## src/rtl/alu_result_collector.sv

```systemverilog
// Collects one tagged result per capture strobe from the four ALU unit buses
// and buffers it in a first-word-fall-through FIFO drained by valid/ready.
module alu_result_collector #(
  parameter int Op_Width  = 16,
  parameter int Depth     = 8,
  parameter int Cnt_Width = 8
) (
  input  logic                         CLK,
  input  logic                         RST,
  input  logic                         in_valid,
  input  logic [Op_Width-1:0]          Arith_OUT,
  input  logic [Op_Width-1:0]          Logic_OUT,
  input  logic [Op_Width-1:0]          CMP_OUT,
  input  logic [Op_Width-1:0]          Shift_OUT,
  input  logic                         Carry_OUT,
  input  logic                         Arith_FLAG,
  input  logic                         Logic_FLAG,
  input  logic                         CMP_FLAG,
  input  logic                         Shift_FLAG,
  output logic                         out_valid,
  input  logic                         out_ready,
  output logic [Op_Width-1:0]          out_data,
  output logic [1:0]                   out_unit,
  output logic                         out_carry,
  output logic                         out_err,
  output logic                         full,
  output logic                         empty,
  output logic [$clog2(Depth):0]       count,
  output logic [Cnt_Width-1:0]         drop_cnt
);

  localparam int AW = $clog2(Depth);
  localparam int EW = Op_Width + 4;
  localparam logic [AW-1:0] PTR_ONE  = AW'(1);
  localparam logic [AW:0]   CNT_ONE  = (AW+1)'(1);
  localparam logic [AW:0]   CNT_FULL = (AW+1)'(Depth);

  logic [EW-1:0]       mem [Depth];
  logic [AW-1:0]       wr_ptr_reg;
  logic [AW-1:0]       rd_ptr_reg;
  logic [AW:0]         count_reg;
  logic [Cnt_Width-1:0] drop_cnt_reg;

  logic [Op_Width-1:0] sel_data;
  logic [1:0]          sel_unit;
  logic                sel_carry;
  logic                sel_err;
  logic [3:0]          flags;
  logic                one_hot;
  logic                push;
  logic                pop;
  logic                drop;
  logic                is_full;
  logic                is_empty;
  logic [EW-1:0]       head;

  // Priority arith > logic > cmp > shift; err marks anything but a single flag.
  always_comb begin
    sel_data  = '0;
    sel_unit  = 2'd0;
    sel_carry = 1'b0;
    flags     = {Shift_FLAG, CMP_FLAG, Logic_FLAG, Arith_FLAG};
    one_hot   = (flags != 4'd0) && ((flags & (flags - 4'd1)) == 4'd0);
    sel_err   = !one_hot;
    if (Arith_FLAG) begin
      sel_data  = Arith_OUT;
      sel_unit  = 2'd0;
      sel_carry = Carry_OUT;
    end else if (Logic_FLAG) begin
      sel_data = Logic_OUT;
      sel_unit = 2'd1;
    end else if (CMP_FLAG) begin
      sel_data = CMP_OUT;
      sel_unit = 2'd2;
    end else if (Shift_FLAG) begin
      sel_data = Shift_OUT;
      sel_unit = 2'd3;
    end
  end

  assign is_full  = (count_reg == CNT_FULL);
  assign is_empty = (count_reg == '0);
  assign pop      = !is_empty && out_ready;
  // A full FIFO still takes a push when the head leaves on the same edge.
  assign push     = in_valid && (!is_full || pop);
  assign drop     = in_valid && is_full && !pop;

  always_ff @(posedge CLK) begin
    if (push) begin
      mem[wr_ptr_reg] <= {sel_err, sel_carry, sel_unit, sel_data};
    end
  end

  always_ff @(posedge CLK or negedge RST) begin
    if (!RST) begin
      wr_ptr_reg   <= '0;
      rd_ptr_reg   <= '0;
      count_reg    <= '0;
      drop_cnt_reg <= '0;
    end else begin
      if (push) wr_ptr_reg <= wr_ptr_reg + PTR_ONE;
      if (pop)  rd_ptr_reg <= rd_ptr_reg + PTR_ONE;
      case ({push, pop})
        2'b10:   count_reg <= count_reg + CNT_ONE;
        2'b01:   count_reg <= count_reg - CNT_ONE;
        default: count_reg <= count_reg;
      endcase
      if (drop && (drop_cnt_reg != '1)) begin
        drop_cnt_reg <= drop_cnt_reg + Cnt_Width'(1);
      end
    end
  end

  // Head is gated so unwritten memory never leaks out while empty.
  assign head      = is_empty ? '0 : mem[rd_ptr_reg];
  assign out_data  = head[Op_Width-1:0];
  assign out_unit  = head[Op_Width+1:Op_Width];
  assign out_carry = head[Op_Width+2];
  assign out_err   = head[Op_Width+3];
  assign out_valid = !is_empty;
  assign full      = is_full;
  assign empty     = is_empty;
  assign count     = count_reg;
  assign drop_cnt  = drop_cnt_reg;

endmodule

```

## config.mk

```make
export PLATFORM = sky130hd
export DESIGN_NAME = alu_result_collector
export DESIGN_NICKNAME = d
export VERILOG_FILES = /design/src/rtl/alu_result_collector.sv
export SDC_FILE = /design/constraint.sdc
export NUM_CORES = 1
export LEC_CHECK = 0
export ABC_AREA = 1
export CAP_MARGIN = 20
export CORE_MARGIN = 5
export CORE_UTILIZATION = 30
export DETAILED_ROUTE_END_ITERATION = 10
export PLACE_DENSITY = 0.56
export SLEW_MARGIN = 20
export SYNTH_ARGS = -nofsm -noshare
export SYNTH_HDL_FRONTEND = slang
export SYNTH_SLANG_ARGS = --single-unit
```

## constraint.sdc

```tcl
create_clock -name CLK -period 6 [get_ports CLK]
set_input_delay 1.5 -clock CLK [delete_from_list [all_inputs] [get_ports CLK]]
set_output_delay 1.5 -clock CLK [all_outputs]
set_load 0.01 [all_outputs]
```

# After elaboration in Yosys (flattened, before gate mapping)
# Memories as Yosys holds them, arrays and structs flattened.
# Index checks and enable logic that the tools add are counted.
[totals] ram_bits=160 register_bits=18 elab_cells=44 in_bits=73 memories=1
[mem_list] memory="mem" words=8 word_bits=20 read_ports=1 rd_clocked_by_memory_dff=0 write_ports=1 line="38" rtl="logic [EW-1:0] mem [Depth];"
[classes] bitwise=1 n_mux=13 n_addsub=6 reduce_logical=15 n_eq_ne=4
[op_table] cell="2-to-1 mux 16 bit" n=4
[op_table] cell="2-to-1 mux 20 bit" n=1
[op_table] cell="adder 8 x 1 -> 8 bit, second input constant" n=1
[op_table] cell="zero test 4 bit" n=2
[op_table] cell="2-to-1 mux 2 bit" n=4
[op_table] cell="!= test 8 bit, second input constant" n=1
[op_table] cell="one-hot mux 4 bit (2 select lines)" n=1
[op_table] cell="subtractor 4 x 1 -> 4 bit, second input constant" n=2
[op_table] cell="adder 3 x 1 -> 3 bit, second input constant" n=2
[op_table] cell="logical AND 1 bit" n=6
[op_table] cell="adder 4 x 1 -> 4 bit, second input constant" n=1
[op_table] cell="AND 4 bit" n=1
[op_table] cell="equality test 4 bit, second input constant" n=1
[op_table] cell="zero test 1 bit" n=4
[op_table] cell="nonzero test 4 bit" n=1
[op_table] cell="2-to-1 mux 1 bit" n=3
[op_table] cell="equality test 2 x 1 -> 1 bit, second input constant" n=1
[op_table] cell="equality test 2 bit, second input constant" n=1
[op_table] cell="nonzero test 2 bit" n=1
[op_table] cell="logical OR 1 bit" n=1

# Longest topological paths before layout
[logic_depth] depth_word=7 ltp_mapped=12

# Least setup slack after synthesis
# No wires, ideal clock.
[synth_timing] kind="in2reg" from="input out_ready" to="memory mem[0][0] (netlist bit), enable pin" stages=5 path_slack_ns=2.753 path_buffers=0 setup_ns=0.397 t_arrival_ns=2.850 path_cell_list="nand2_4 nand2_4 nand2_4 or2_1 nor2_1"
[synth_between] elab_chain_cells=5
[synth_lines] element="from (decl)" line="21" rtl="input logic out_ready,"
[synth_lines] element="logical AND 1 bit" line="83" rtl="assign pop = !is_empty && out_ready;"
[synth_lines] element="logical OR 1 bit" line="85" rtl="assign push = in_valid && (!is_full || pop);"
[synth_lines] element="logical AND 1 bit" line="85"
[synth_lines] element="2-to-1 mux 1 bit" line="89" rtl="if (push) begin"
[synth_lines] element="2-to-1 mux 1 bit (not written as such)" line="90" rtl="mem[wr_ptr_reg] <= {sel_err, sel_carry, sel_unit, sel_data};"
[synth_lines] element="to (decl)" line="38"
# Every way passes these cells.

# Worst setup path after layout
[layout_timing] from="register rd_ptr_reg[1]" to="output out_data[7]"
[layout_between] elab_chain_cells=2
[layout_lines] element="from (decl)" line="40" rtl="logic [AW-1:0] rd_ptr_reg;"
[layout_lines] element="from (signal assigned)" line="102" rtl="if (pop) rd_ptr_reg <= rd_ptr_reg + PTR_ONE;"
[layout_lines] element="memory (8 x 20 bit)"
[layout_lines] element="2-to-1 mux 20 bit" line="115" rtl="assign head = is_empty ? '0 : mem[rd_ptr_reg];"
[layout_lines] element="to (decl)" line="22" rtl="output logic [Op_Width-1:0] out_data,"
# Every way passes these cells.

==> summary.txt <==
STA
  • Worst slack on hold paths: 0.4989 ns
  • RSZ-0062 raised after global routing: false
  • Tightest Pin Transition: 1.144 ns
  • Final min period: 4.570 ns
  • Final-report max-slew violation count: 0
  • Share of the clock period used by the worst path after layout: 76.17%
  • F_max: 218.8 MHz
  • Number of endpoints failing setup at the final stage: 0
  • Slew margin rel.: 22.94%
  • Sum of negative setup slack: 0 ns
  • Setup clock skew after layout: 0.01042 ns
  • Final count of hold timing violations: 0

Pwr
  • Relative contribution of combinational cells to total power: 38.5%
  • Sequential power share: 37.7%
  • Int Pwr: 0.002805 W
  • Part of the total power dissipated in the clock network: 23.8%
  • Power Density: 453.4 nW/um^2
  • IR Drop Worst-Case VDD: 0.3127 mV
  • Leak Pwr: 3.437 nW
  • Net switching power figure: 0.001655 W
  • Sum of internal, switching and leakage power: 0.004460 W
  • Switching share of power: 37.10%

Clocking
  • Count of hold-fix buffers inserted at cts: 0
  • Clock transition time at the flip-flop clock pins of the worst setup and hold paths: 0.07 ns
  • # Post-CTS Setup Buffers: 0
  • Clock latency on the worst-skew pair: 0.43 ns
  • Clock tree root driver cell: clkbuf_16
  • Post-cts sizing count: 0
  • Clk buf depth: 2
  • Depth of the CTS H-tree: 4
  • Sinks on the clock net: 178
  • CTS tree: done
  • Number of clock buffers inserted by TritonCTS: 17

Detailed routing
  • Avg WL per Cell: 16.70 um
  • Count of unresolved DRC violations after routing: 0
  • Final wirelength: 19150 um
  • Vias after detailed routing: 5574
  • Number of violations reported at the end of detailed-routing iteration 0: 456
  • Number of vias per cell after detailed routing: 4.860
  • Detail Route Antenna Nets: 0
  • First drt pass iteration count: 5

Critical path
  • Worst EP required: 4.50 ns
  • CP Class: reg2out
  • Worst Setup SP: rd_ptr_reg[1]
  • Cell count of the worst reg-to-reg path: 8
  • Top fanout value on the critical path: 48
  • Worst Path Arrival: 3.07 ns
  • Element type at the critical path end: output pin
  • Reg2reg start: count[0]
  • Critical path endpoint: out_data[7]
  • Startpoint type of the worst setup path: flip-flop
  • FF-to-FF setup slack: 3.12 ns
  • FF-to-FF End: mem[6][11]

Logic synthesis
  • Sequential element share of the synthesized area: 66.97%
  • Total standard cell area after synthesis: 7846 sq um
  • Synthesized instance count: 706
  • Post-synthesis area per instance: 11.11 sq um
  • Net Count, Synth: 783
  • Most common flop cell mapped by yosys: edfxtp_1
  • Library cells used by synthesis: 33
  • Number of warnings issued by yosys: 0
  • Number of synthesized flops with an enable pin: 160
  • FF+latch count, synth: 178
  • FFs w/ async S/R, synth: 10.11%

Die
  • Die ar.: 29490 sq um
  • Boundary Pins: 108
  • Floorplan die width: 171.7 um
  • # rows: 59
  • Y dimension of the die: 171.7 um
  • Starting Density: 30.28%
  • CORE AREA: 25910 sq um

Finish
  • Antenna Cells: 0
  • Final net count: 876
  • Synthesis-to-layout area growth: 25.39%
  • Max FFs per register: 160
  • Commonest cells after routing, fill and taps aside: nor2_1 (166), edfxtp_1 (160), clkdlybuf4s50_1 (107)
  • Commonest non-fill, non-tap cell in the layout: nor2_1
  • Share of final-layout standard cells stronger than drive strength 1: 8.498%
  • Filler Cell Count: 2480

Place
  • Final weighted congestion in routability-driven placement: 0.8152
  • IO Port Bufs: 107
  • Detailed Place HPWL: 11900 um

Global route
  • Grt ovf: 0
  • Initial antenna violation count: 0
  • Total track usage: 13.23%
  • First-pass GRT wire length: 29930 um
  • Maximum number of pins on one net before global-route repair: 82
  • Vias in the first global route: 5449

Run
  • Max-cap violation count: 0

Status
  • Result of the run: completed

Worst hold path
  • Worst hold-check path type: reg2reg
## final cells by class
class                   instances  area [sq um]  share of cell area (%)
clock inverters                14         137.6                   1.399
flip-flops and latches        178          5258                   53.44
multi-input cells             458          2340                   23.78
clock buffers                  18         429.2                   4.362
repair buffers                118          1154                   11.73
inverters                      26         101.3                   1.030
well taps                     335         419.2                   4.260
## layer usage
| metal | GRT usage [%] | part of all wire, % | routed length [um] | vias to the layer above |
|---|---|---|---|---|
| met4 | 4.134 | 1.6 | 298 | 0 |
| met2 | 21.15 | 46 | 8750 | 188 |
| met5 | 0 | 0 | 0 | - |
| li1 | - | - | - | 2706 |
| met1 | 17.80 | 46 | 8844 | 2657 |
| met3 | 3.264 | 6.6 | 1257 | 23 |
## worst max-delay path, stage by stage (launching register included)
cell and delay, ns:
dfrtp_2 0.91, buf_4 0.49, o21ai_0 0.16, o32ai_1 0.13, o21ai_0 0.11, nor2_1 0.23, clkdlybuf4s50_1 0.58
## Yosys cell counts, types with 5 or more instances
library cell    n  share of area [%]
a21oi_1        17                1.1
inv_1          21                1.0
edfxtp_1      160                 61
nor2_1        174                8.3
dfrtp_1        18                5.7
nand2_1        65                3.1
nand2_4         5               0.72
o21ai_1         8               0.51
o32ai_1        40                4.5
clkbuf_1       25                1.2
o21ai_0        89                5.7
buf_2          16                1.0
nand3_1        26                1.7
xor2_1         10                1.1
## power by group through the flow
stage	Combinational, W	Clock, W	Sequential, W
global placement	0.00173	0	0.00171
finish	0.00172	0.00106	0.00168
floorplan	0.00102	0	0.00166
detailed placement	0.00175	0	0.00171
global route	0.00191	0.00114	0.00171
CTS	0.00175	0.00108	0.00168
## stage by stage
stage / cells / utilization (%) / instance area (sq um) / setup slack, ns
2_1_floorplan: 706 / - / 7846 / 2.753
3_3_place_gp: 1115 / 35.72 / 9256 / 1.758
3_5_place_dp: 1115 / 35.78 / 9271 / 1.823
4_1_cts: 1147 / 37.97 / 9838 / 1.359
5_1_grt: 1147 / 37.97 / 9838 / 1.159
6_report: 1147 / 37.97 / 9838 / 1.430
## worst min path at each step
stage	from	slack, ns	to	cells after the start
floorplan	wr_ptr_reg[0]	0.49	wr_ptr_reg[0]	2
global placement	drop_cnt[6]	0.48	drop_cnt[6]	1
detailed placement	drop_cnt[6]	0.49	drop_cnt[6]	1
CTS	drop_cnt[6]	0.50	drop_cnt[6]	1
global route	drop_cnt[6]	0.53	drop_cnt[6]	1
finish	drop_cnt[6]	0.50	drop_cnt[6]	1
## cell families (layout without fill, tap and decap cells)
logic type	count (synthesis)	after routing	share of synthesized area, %
adders and majority gates	4	4	0.6379
AOI/OAI and AO/OA	157	157	12.04
xor gates and xnor gates	13	13	1.451
and+or+nand+nor	284	284	15.24
DFF	178	178	66.97
buffers and inverters	70	176	3.652
(Power assumes the default switching activity.)
